## src/rtl/ysyx_ifu_icache_if.sv

```systemverilog
`timescale 1ns/1ps
// ysyx_ifu_icache_if: fetch handshake (upstream/downstream) and refill read channel of the IFU.
// master = the IFU/I-cache view, slave = the environment (PC logic, decode, memory bus).
interface ysyx_ifu_icache_if #(
  parameter int ADDR_W = 32,
  parameter int DATA_W = 32
);
  logic              prev_valid;
  logic              ready_o;
  logic [ADDR_W-1:0] npc;
  logic              valid_o;
  logic              next_ready;
  logic [DATA_W-1:0] inst_o;
  logic [ADDR_W-1:0] pc_o;
  logic              flush_i;
  logic [ADDR_W-1:0] ifu_araddr_o;
  logic              ifu_arvalid_o;
  logic [7:0]        ifu_arlen_o;
  logic              ifu_arready;
  logic [DATA_W-1:0] ifu_rdata;
  logic              ifu_rvalid;
  logic              ifu_rlast;

  modport master (
    input  prev_valid, npc, next_ready, flush_i,
    input  ifu_arready, ifu_rdata, ifu_rvalid, ifu_rlast,
    output ready_o, valid_o, inst_o, pc_o,
    output ifu_araddr_o, ifu_arvalid_o, ifu_arlen_o
  );

  modport slave (
    output prev_valid, npc, next_ready, flush_i,
    output ifu_arready, ifu_rdata, ifu_rvalid, ifu_rlast,
    input  ready_o, valid_o, inst_o, pc_o,
    input  ifu_araddr_o, ifu_arvalid_o, ifu_arlen_o
  );
endinterface

```

## src/rtl/ysyx_ifu_icache.sv

```systemverilog
`timescale 1ns/1ps
// ysyx_ifu_icache: instruction fetch unit with a set-associative L1 I-cache and burst line refill.
// Define YSYX_ICACHE_PERF_EN to build the hit/miss performance counters (otherwise they read 0).
module ysyx_ifu_icache #(
  parameter int ADDR_W     = 32,
  parameter int DATA_W     = 32,
  parameter int SETS       = 16,
  parameter int WAYS       = 2,
  parameter int LINE_WORDS = 4
) (
  input  logic              clk,
  input  logic              rst,
  ysyx_ifu_icache_if.master bus,
  output logic [31:0]       perf_hit_o,
  output logic [31:0]       perf_miss_o
);
  localparam int OFF_W = $clog2(LINE_WORDS) + 2;
  localparam int IDX_W = $clog2(SETS);
  localparam int TAG_W = ADDR_W - OFF_W - IDX_W;
  localparam int WO_W  = (LINE_WORDS > 1) ? $clog2(LINE_WORDS) : 1;
  localparam int WAY_W = (WAYS > 1) ? $clog2(WAYS) : 1;
  localparam int DEPTH = SETS * LINE_WORDS;
  localparam int DA_W  = $clog2(DEPTH);

  typedef enum logic [2:0] {S_IDLE, S_LOOKUP, S_REQ, S_REFILL, S_VALID} state_e;

  state_e                     state_q, state_d;
  logic [ADDR_W-1:0]          fetch_q, fetch_d;
  logic [DATA_W-1:0]          inst_q, inst_d;
  logic [WO_W-1:0]            cnt_q, cnt_d;
  logic                       flush_pend_q, flush_pend_d;
  logic [WAYS-1:0][SETS-1:0]  valid_q, valid_d;
  logic [SETS-1:0][WAY_W-1:0] rr_q, rr_d;

  function automatic logic [IDX_W-1:0] idx_of(input logic [ADDR_W-1:0] a);
    return IDX_W'(a >> OFF_W);
  endfunction

  function automatic logic [TAG_W-1:0] tag_of(input logic [ADDR_W-1:0] a);
    return TAG_W'(a >> (OFF_W + IDX_W));
  endfunction

  function automatic logic [WO_W-1:0] word_of(input logic [ADDR_W-1:0] a);
    return (LINE_WORDS > 1) ? WO_W'(a >> 2) : '0;
  endfunction

  function automatic logic [DA_W-1:0] daddr(input logic [IDX_W-1:0] idx, input logic [WO_W-1:0] w);
    return DA_W'(int'(idx) * LINE_WORDS + int'(w));
  endfunction

  logic [IDX_W-1:0] f_idx;
  logic [TAG_W-1:0] f_tag;
  logic [WO_W-1:0]  f_word;
  logic [WAY_W-1:0] victim;
  assign f_idx  = idx_of(fetch_q);
  assign f_tag  = tag_of(fetch_q);
  assign f_word = word_of(fetch_q);
  assign victim = rr_q[f_idx];

  // Arrays are read with the incoming npc while idle so LOOKUP sees registered tag/data.
  logic             rd_en;
  logic [IDX_W-1:0] rd_idx;
  logic [DA_W-1:0]  rd_addr;
  logic [DA_W-1:0]  wr_addr;
  logic             data_we;
  logic             tag_we;
  assign rd_en   = (state_q == S_IDLE);
  assign rd_idx  = idx_of(bus.npc);
  assign rd_addr = daddr(rd_idx, word_of(bus.npc));
  assign wr_addr = daddr(f_idx, cnt_q);

  logic [WAYS-1:0]             way_hit;
  logic [WAYS-1:0][DATA_W-1:0] rd_data;

  genvar gi;
  generate
    for (gi = 0; gi < WAYS; gi++) begin : g_way
      logic [DATA_W-1:0] data_mem [DEPTH];
      logic [TAG_W-1:0]  tag_mem  [SETS];
      logic [DATA_W-1:0] data_rd_q;
      logic [TAG_W-1:0]  tag_rd_q;
      logic              sel;

      assign sel = (victim == WAY_W'(gi));

      always_ff @(posedge clk) begin
        if (data_we && sel) data_mem[wr_addr] <= bus.ifu_rdata;
        if (tag_we && sel)  tag_mem[f_idx]    <= f_tag;
        if (rd_en) begin
          data_rd_q <= data_mem[rd_addr];
          tag_rd_q  <= tag_mem[rd_idx];
        end
      end

      assign rd_data[gi] = data_rd_q;
      assign way_hit[gi] = valid_q[gi][f_idx] && (tag_rd_q == f_tag);
    end
  endgenerate

  logic              hit;
  logic [DATA_W-1:0] hit_data;
  always_comb begin
    hit      = 1'b0;
    hit_data = '0;
    for (int w = 0; w < WAYS; w++) begin
      if (way_hit[w]) begin
        hit      = 1'b1;
        hit_data = rd_data[w];
      end
    end
  end

  always_comb begin
    state_d      = state_q;
    fetch_d      = fetch_q;
    inst_d       = inst_q;
    cnt_d        = cnt_q;
    flush_pend_d = flush_pend_q;
    valid_d      = valid_q;
    rr_d         = rr_q;
    data_we      = 1'b0;
    tag_we       = 1'b0;
    unique case (state_q)
      S_IDLE: begin
        if (bus.prev_valid) begin
          fetch_d = bus.npc;
          state_d = S_LOOKUP;
        end
      end
      S_LOOKUP: begin
        if (hit) begin
          inst_d  = hit_data;
          state_d = S_VALID;
        end else begin
          flush_pend_d = 1'b0;
          state_d      = S_REQ;
        end
      end
      S_REQ: begin
        if (bus.ifu_arready) begin
          cnt_d   = '0;
          state_d = S_REFILL;
        end
      end
      S_REFILL: begin
        if (bus.ifu_rvalid) begin
          data_we = 1'b1;
          cnt_d   = cnt_q + 1'b1;
          if (cnt_q == f_word) inst_d = bus.ifu_rdata;
          if (bus.ifu_rlast) begin
            tag_we      = 1'b1;
            rr_d[f_idx] = (victim == WAY_W'(WAYS - 1)) ? '0 : victim + 1'b1;
            if (!flush_pend_q) valid_d[victim][f_idx] = 1'b1;
            state_d = S_VALID;
          end
        end
      end
      S_VALID: begin
        if (bus.next_ready) state_d = S_IDLE;
      end
      default: state_d = S_IDLE;
    endcase
    // Flush overrides any fill completing in the same cycle; an in-flight fill is poisoned.
    if (bus.flush_i) begin
      valid_d = '0;
      if (state_q == S_REQ || state_q == S_REFILL) flush_pend_d = 1'b1;
    end
  end

  always_ff @(posedge clk) begin
    if (rst) begin
      state_q      <= S_IDLE;
      fetch_q      <= '0;
      inst_q       <= '0;
      cnt_q        <= '0;
      flush_pend_q <= 1'b0;
      valid_q      <= '0;
      rr_q         <= '0;
    end else begin
      state_q      <= state_d;
      fetch_q      <= fetch_d;
      inst_q       <= inst_d;
      cnt_q        <= cnt_d;
      flush_pend_q <= flush_pend_d;
      valid_q      <= valid_d;
      rr_q         <= rr_d;
    end
  end

  assign bus.ready_o       = (state_q == S_IDLE);
  assign bus.valid_o       = (state_q == S_VALID);
  assign bus.inst_o        = inst_q;
  assign bus.pc_o          = fetch_q;
  assign bus.ifu_arvalid_o = (state_q == S_REQ);
  assign bus.ifu_araddr_o  = {fetch_q[ADDR_W-1:OFF_W], {OFF_W{1'b0}}};
  assign bus.ifu_arlen_o   = 8'(LINE_WORDS - 1);

`ifdef YSYX_ICACHE_PERF_EN
  logic [31:0] perf_hit_q, perf_hit_d;
  logic [31:0] perf_miss_q, perf_miss_d;
  always_comb begin
    perf_hit_d  = perf_hit_q  + 32'((state_q == S_LOOKUP) &&  hit);
    perf_miss_d = perf_miss_q + 32'((state_q == S_LOOKUP) && !hit);
  end
  always_ff @(posedge clk) begin
    if (rst) begin
      perf_hit_q  <= '0;
      perf_miss_q <= '0;
    end else begin
      perf_hit_q  <= perf_hit_d;
      perf_miss_q <= perf_miss_d;
    end
  end
  assign perf_hit_o  = perf_hit_q;
  assign perf_miss_o = perf_miss_q;
`else
  assign perf_hit_o  = '0;
  assign perf_miss_o = '0;
`endif
endmodule

```

## src/flat_wrapper.sv

```systemverilog
// flat-port wrapper written by rule: the top's interface ports become plain ports
module ysyx_ifu_icache_flat 
#(
  parameter int ADDR_W     = 32,
  parameter int DATA_W     = 32,
  parameter int SETS       = 16,
  parameter int WAYS       = 2,
  parameter int LINE_WORDS = 4
)
  (clk, rst, perf_hit_o, perf_miss_o, bus_prev_valid, bus_npc, bus_next_ready, bus_flush_i, bus_ifu_arready, bus_ifu_rdata, bus_ifu_rvalid, bus_ifu_rlast, bus_ready_o, bus_valid_o, bus_inst_o, bus_pc_o, bus_ifu_araddr_o, bus_ifu_arvalid_o, bus_ifu_arlen_o);
  ysyx_ifu_icache_if #(.ADDR_W(ADDR_W), .DATA_W(DATA_W)) bus_i ();
  input  logic clk;
  input  logic rst;
  output logic [31:0] perf_hit_o;
  output logic [31:0] perf_miss_o;
  input wire logic [$bits(bus_i.prev_valid)-1:0] bus_prev_valid;
  input wire logic [$bits(bus_i.npc)-1:0] bus_npc;
  input wire logic [$bits(bus_i.next_ready)-1:0] bus_next_ready;
  input wire logic [$bits(bus_i.flush_i)-1:0] bus_flush_i;
  input wire logic [$bits(bus_i.ifu_arready)-1:0] bus_ifu_arready;
  input wire logic [$bits(bus_i.ifu_rdata)-1:0] bus_ifu_rdata;
  input wire logic [$bits(bus_i.ifu_rvalid)-1:0] bus_ifu_rvalid;
  input wire logic [$bits(bus_i.ifu_rlast)-1:0] bus_ifu_rlast;
  output wire logic [$bits(bus_i.ready_o)-1:0] bus_ready_o;
  output wire logic [$bits(bus_i.valid_o)-1:0] bus_valid_o;
  output wire logic [$bits(bus_i.inst_o)-1:0] bus_inst_o;
  output wire logic [$bits(bus_i.pc_o)-1:0] bus_pc_o;
  output wire logic [$bits(bus_i.ifu_araddr_o)-1:0] bus_ifu_araddr_o;
  output wire logic [$bits(bus_i.ifu_arvalid_o)-1:0] bus_ifu_arvalid_o;
  output wire logic [$bits(bus_i.ifu_arlen_o)-1:0] bus_ifu_arlen_o;
  assign bus_i.prev_valid = bus_prev_valid;
  assign bus_i.npc = bus_npc;
  assign bus_i.next_ready = bus_next_ready;
  assign bus_i.flush_i = bus_flush_i;
  assign bus_i.ifu_arready = bus_ifu_arready;
  assign bus_i.ifu_rdata = bus_ifu_rdata;
  assign bus_i.ifu_rvalid = bus_ifu_rvalid;
  assign bus_i.ifu_rlast = bus_ifu_rlast;
  assign bus_ready_o = bus_i.ready_o;
  assign bus_valid_o = bus_i.valid_o;
  assign bus_inst_o = bus_i.inst_o;
  assign bus_pc_o = bus_i.pc_o;
  assign bus_ifu_araddr_o = bus_i.ifu_araddr_o;
  assign bus_ifu_arvalid_o = bus_i.ifu_arvalid_o;
  assign bus_ifu_arlen_o = bus_i.ifu_arlen_o;
  ysyx_ifu_icache #(.ADDR_W(ADDR_W), .DATA_W(DATA_W), .SETS(SETS), .WAYS(WAYS), .LINE_WORDS(LINE_WORDS)) u_core (.clk(clk), .rst(rst), .bus(bus_i), .perf_hit_o(perf_hit_o), .perf_miss_o(perf_miss_o));
endmodule
```

## config.mk

```make
export PLATFORM = sky130hd
export DESIGN_NAME = ysyx_ifu_icache_flat
export DESIGN_NICKNAME = d
export VERILOG_FILES = /design/src/rtl/ysyx_ifu_icache_if.sv /design/src/rtl/ysyx_ifu_icache.sv /design/src/flat_wrapper.sv
export SDC_FILE = /design/constraint.sdc
export NUM_CORES = 2
export LEC_CHECK = 0
export BUFFER_PORTS_ARGS = -buffer_cell sky130_fd_sc_hd__buf_2
export CAP_MARGIN = 10
export CORE_UTILIZATION = 45
export CTS_BUF_LIST = sky130_fd_sc_hd__clkbuf_16
export DETAILED_ROUTE_END_ITERATION = 16
export PLACE_DENSITY_LB_ADDON = 0.3
export SLEW_MARGIN = 20
export SYNTH_ARGS = -nofsm -noshare
export SYNTH_HDL_FRONTEND = slang
export SYNTH_MEMORY_MAX_BITS = 65536
export SYNTH_SLANG_ARGS = --single-unit
```

## constraint.sdc

```tcl
create_clock -name clk -period 23.8 [get_ports clk]
set_clock_uncertainty 0.1 [all_clocks]
set_input_delay 2.38 -clock clk [delete_from_list [all_inputs] [get_ports clk]]
set_output_delay 2.38 -clock clk [all_outputs]
set_load 0.005 [all_outputs]
```

Word level (Yosys, flattened, before mapping)
Memory sizes are Yosys's and may differ from the RTL's. A register that Yosys moved wholly into a read port is not among the register bits.
Cells that the tools add are included.
{ "classes": {"addsub": 4, "bitwise_logic": 3, "n_mux": 47, "n_eq_ne": 14, "n_reduce_logical": 19, "order_cmp": 4} }
{ "op_table": {"columns": ["cell", "count"], "rows": [
  ["$mux 32", 5],
  ["$pmux 32 s2", 1],
  ["$eq 24x24->1", 2],
  ["$or 32x32->32", 1],
  ["$mux 1", 24],
  ["$mux 3", 6],
  ["$bwmux 16", 1],
  ["$demux 16 s1", 1],
  ["$mux 16", 1],
  ["$pmux 3 s5", 1],
  ["$add 6x2->6", 2],
  ["$bmux 1 s4", 3],
  ["$ne 2x2->1 const B", 5],
  ["$logic_and 1x1->1", 8],
  ["$reduce_and 4->1", 2],
  ["$eq 3x2->1 const B", 2],
  ["$reduce_and 3->1", 2],
  ["$lt 4x5->1 const B", 1],
  ["$reduce_and 5->1", 1],
  ["$demux 1 s4", 1],
  ["$ge 4x1->1 const B", 1],
  ["$mux 2", 2],
  ["$ne 2x1->1 const B", 2],
  ["$pmux 2 s2", 1],
  ["13 further kinds", 15]
]} }
{ "totals": {"output_inout_bits": 171, "ff_bits": 118, "mem_count": 4, "ramBits": 4864} }
{ "memory_table": {"columns": ["memory", "depth", "word_bits", "rd", "rd_ports_with_merged_regs", "wr", "line", "rtl"], "rows": [
  ["u_core.g_way[0].data_mem", 64, 32, 1, 1, 1, "ysyx_ifu_icache.sv:78", "logic [DATA_W-1:0] data_mem [DEPTH];"],
  ["u_core.g_way[1].data_mem", 64, 32, 1, 1, 1, "ysyx_ifu_icache.sv:78", null],
  ["u_core.g_way[0].tag_mem", 16, 24, 1, 1, 1, "ysyx_ifu_icache.sv:79", "logic [TAG_W-1:0] tag_mem [SETS];"],
  ["u_core.g_way[1].tag_mem", 16, 24, 1, 1, 1, "ysyx_ifu_icache.sv:79", null]
]} }

Depth between registers and ports, before layout
{ "logic_depth": {"depth_word": 9, "mapped_depth": 10} }

Worst setup path before layout
OpenSTA, ideal clock, no wires.
{ "synth_path": {"path_type": "flip-flop to output port", "from": "register u_core.state_q[1]", "to": "output bus_ready_o", "stages_incl_launch_ff": 3, "n_path_buf": 1, "slack_ns": 13.042, "arrival_ns": 8.278, "cell_sequence": "dfxtp_1 > clkbuf_1 > nor3_1"} }
{ "synth_via": {"elab_chain_len": 1} }
{ "synth_lines": {"columns": ["item", "line", "rtl"], "rows": [
  ["from (decl)", "ysyx_ifu_icache.sv:27", "state_e state_q, state_d;"],
  ["from (signal assigned)", "ysyx_ifu_icache.sv:180", "state_q <= state_d;"],
  ["$logic_not 3->1", "ysyx_ifu_icache.sv:190", "assign bus.ready_o = (state_q == S_IDLE);"],
  ["to (decl)", "flat_wrapper.sv:24", "output wire logic [$bits(bus_i.ready_o)-1:0] bus_ready_o;"]
]} }
Every way passes these cells.

Final worst setup path
{ "layout_path": {"from": "input bus_npc[2]", "to": "register u_core.g_way[0].data_rd_q[26] (read register of u_core.g_way[0].data_mem) (data pin)"} }
{ "layout_via": {"elab_chain_len": 1} }
{ "layout_lines": {"columns": ["item", "line", "rtl"], "rows": [
  ["from (decl)", "flat_wrapper.sv:17", "input wire logic [$bits(bus_i.npc)-1:0] bus_npc;"],
  ["$add 6x2->6", "ysyx_ifu_icache.sv:48", "return DA_W'(int'(idx) * LINE_WORDS + int'(w));"],
  ["to (decl)", "ysyx_ifu_icache.sv:80", "logic [DATA_W-1:0] data_rd_q;"]
]} }
Every way passes these cells.
A chain may end at the register's enable or synchronous reset.

==> impl_metrics.py <==
metrics = {
    "run_status": {
        "status": "complete, no violations",
    },
    "worst_setup_path": {
        "path_buf_inv": 6,
        "rrSetupSlack_ns": 18.81,
        "cp_common_cell": "buf_4",
        "critPathMaxFanout": 108,
        "cp_slowest_stage_delay_ns": 0.91,
        "r2r-start": "u_core.bus.pc_o[4]$_SDFFE_PP0P_",
        "critical-path-slowest-cell": "buf_4",
        "timing.rr.end": "u_core.bus.inst_o[24]$_SDFFE_PP0P_",
        "start_kind": "input pin",
        "worstPathCellList": "buf_12, buf_4, buf_4, buf_4, buf_4, buf_4, mux4_2, mux4_2, mux4_2",
        "cp_top_family": "buffers and inverters",
        "worstPathRequired_ns": 24.49,
        "crit_type": "in -> reg",
        "arrival_ns": 8.94,
        "r2r_cells": 10,
        "crit_path_end_kind": "register",
    },
    "global_route": {
        "met2_usage": 0.366,
        "overflow": 0,
        "grt_pass1_vias": 91800,
        "grt.busiest_layer": "met2",
        "met3_usage": 0.0497,
        "grt_use_total": 0.230,
        "antenna_found_initial": 40,
        "grt_util_met1": 0.323,
        "grt_pass1_wl_um": 703000,
        "grt_max_degree": 109,
    },
    "sta": {
        "setup-tns-final_ns": 0,
        "setup_viol": 0,
        "fin_ws_ns": 15.55,
        "period_minus_slack_ns": 8.25,
        "worst_slew_pin_slew_ns": 1.14,
        "rsz0062_at_grt": "false",
        "maxSlewHeadroom": 0.242,
        "fin_hold_ws_ns": 0.358,
        "slew_violations": 0,
        "finalHoldViolations": 0,
        "period_share": 0.347,
        "fmax_ghz": 0.121,
    },
    "synthesis": {
        "ys.flop_type": "edfxtp_1",
        "yosys_register_bits": 5094,
        "synth.distinct_cells": 42,
        "mappedNetlistArea_um2": 194000,
        "ys_async_sr_fraction": 0,
        "synth-edff-count": 4976,
        "synthCells": 7899,
        "yosys.area.top_type": "edfxtp_1",
        "yosysMostFrequentCell": "edfxtp_1",
        "syn_avg_cell_area_um2": 24.5,
        "synth_common_cells": "4,976 x edfxtp_1, 1,596 x mux4_2, 290 x clkbuf_1, 216 x nor2_1, 118 x dfxtp_1",
        "synthTopCellsByArea": "edfxtp_1 77%, mux4_2 19%, dfxtp_1 1.2%, clkbuf_1 0.56%, nor2_1 0.42%",
        "ys_seq_area_frac": 0.783,
        "synth_top_area_frac": 0.771,
        "yosysWarningCount": 0,
    },
    "die": {
        "fp-row-count": 240,
        "initial_core_util": 0.453,
        "core_area_um2": 428000,
        "dieHeight_um": 658,
        "fp.dieW_um": 658,
        "die_area_um2": 433000,
        "ioPinCount": 243,
    },
    "worst_hold_path": {
        "min_path_type": "reg -> reg",
        "hp-start": "u_core.bus.pc_o[1]$_SDFFE_PP0P_",
        "hold-path-cell-count": 2,
        "whs_endpoint": "u_core.bus.pc_o[1]$_SDFFE_PP0P_",
    },
    "routing": {
        "drc": 0,
        "via_per_inst": 6.23,
        "drt_iter0_drc": 12200,
        "vias": 90600,
        "drt-pass1-iter-count": 7,
        "post_drt_wl_per_cell_um": 34.7,
        "drtAntennaViolNets": 0,
        "wirelength_um": 505000,
    },
    "placed_design": {
        "dp_hpwl_um": 264000,
        "portBuffers": 166,
        "pre_cts_slack_ns": 14.15,
        "gp_congestion": 0.792,
        "place_area_um2": 203000,
    },
    "clock_network": {
        "ctsResizeCount": 0,
        "clock_latency_ns": 1.06,
        "cts_setup_buffers": 0,
        "numCtsBuffers": 528,
        "clockBufferDepth": 4,
        "clkSlewWorstSetupHoldPaths_ns": 0.06,
        "hold_buffers": 0,
        "cts_tree": "built",
        "clock-root-buffer": "clkbuf_16",
        "h-tree-depth": 6,
        "cts.sinks": 5094,
    },
    "layout": {
        "final_design_area_no_fill_um2": 220000,
        "final_layout_size_suffix_gt1_frac": 0.334,
        "postLayoutCoreUtil": 0.514,
        "syn2layout_area_growth_pct": 13.4,
        "finish.net_count": 8510,
    },
    "power": {
        "vdd_ir_drop_max_uv": 71.4,
        "p_leak_uw": 0.0683,
        "power_density_nw_per_um2": 85.9,
    },
    "flow_run": {
        "cap_violations": 0,
    },
}
[layer usage]
| metal | vias to the layer above | routed length [um] |
|---|---|---|
| li1 | 35100 | - |
| met4 | 20 | 14500 |
| met1 | 49900 | 198000 |
| met3 | 767 | 50500 |
| met5 | - | 319 |
| met2 | 4785 | 242000 |
[worst register-to-register path: stages, from the launching register on]
cell and delay [ns]:
dfxtp_4 0.43, buf_4 0.79, mux4_2 0.64, a22oi_1 0.33
and3_1 0.31, nor3_4 0.06, buf_4 0.40, nor3_4 0.30
buf_4 0.70, a221oi_1 0.39, o41ai_1 0.43
[report_power, final]
group,switching [uW],internal [uW]
registers,88.4,9940
clock network,3440,4470
logic,600,345
total,4130,14800
[final cells by class]
type	instances	area, um2
Fill cell	32400	208000
Clock inverter	401	3220
Inverter	3	11.3
Timing Repair Buffer	474	3450
Tap cell	5687	7120
Clock buffer	534	13400
Antenna cell	19	47.5
Multi-Input combinational cell	2337	40900
Sequential cell	5094	152000
[kinds of logic (layout without fill, tap and decap cells)]
group                  Yosys count  after routing  share of synthesized area
XOR/XNOR                        50             50                    0.00226
AO/OA/AOI/OAI                  141            141                    0.00509
flip-flops                    5094           5094                      0.783
buffers and inverters          542           1412                     0.0131
AND/OR/NAND/NOR                469            469                     0.0107
multiplexers                  1601           1601                      0.186
other                            2             95                  0.0000387
[how the worst max path moves through the flow]
stage,cells after the start,slack (ns),startpoint,endpoint
detailed placement,9,14.15,bus_npc[2],u_core.g_way[0].data_rd_q[5]$_DFFE_PP_
CTS,9,15.27,bus_npc[2],u_core.g_way[0].data_rd_q[26]$_DFFE_PP_
global route,9,14.77,bus_npc[2],u_core.g_way[0].data_rd_q[26]$_DFFE_PP_
global placement,9,14.20,bus_npc[2],u_core.g_way[0].data_rd_q[26]$_DFFE_PP_
floorplan,2,13.04,u_core.state_q[1]$_SDFFE_PP0P_,bus_ready_o
finish,9,15.55,bus_npc[2],u_core.g_way[0].data_rd_q[26]$_DFFE_PP_
[state kept, by name, indices dropped and copies added (netlist names), 3 cells and up]
signal	count
u_core.g_way.tag_rd_q	48
u_core.g_way.data_mem	4096
u_core.rr_q	16
u_core.g_way.data_rd_q	64
u_core.valid_q	32
u_core.state_q	3
u_core.bus.pc_o	32
u_core.bus.inst_o	32
u_core.g_way.tag_mem	768
[placed cells by master (no fill, tap or decap), drive strengths merged, types with 2 or more instances in the layout]
cell type / n
o21ai: 5
inv: 142
or2: 5
a22oi: 2
nand4: 5
nand2b: 8
edfxtp: 4976
clkinvlp: 13
a21oi: 67
nand3: 45
mux2i: 4
mux4: 1596
clkbuf: 534
nand2: 89
o41ai: 32
bufinv: 34
nor2: 216
conb: 76
nor2b: 5
xnor2: 2
nor4: 22
diode: 19
dfxtp: 118
buf: 474
clkinv: 215
a221oi: 32
nor3b: 2
and2: 2
xor2: 48
nor3: 66
[per-stage QoR]
stage          power (uW)  std cells
2_1_floorplan       10700       7973
3_3_place_gp        11100      13600
3_5_place_dp        11200      13600
4_1_cts             19000      14500
5_1_grt             19400      14500
6_report            18900      14500
Power figures use the tool's default switching activity.
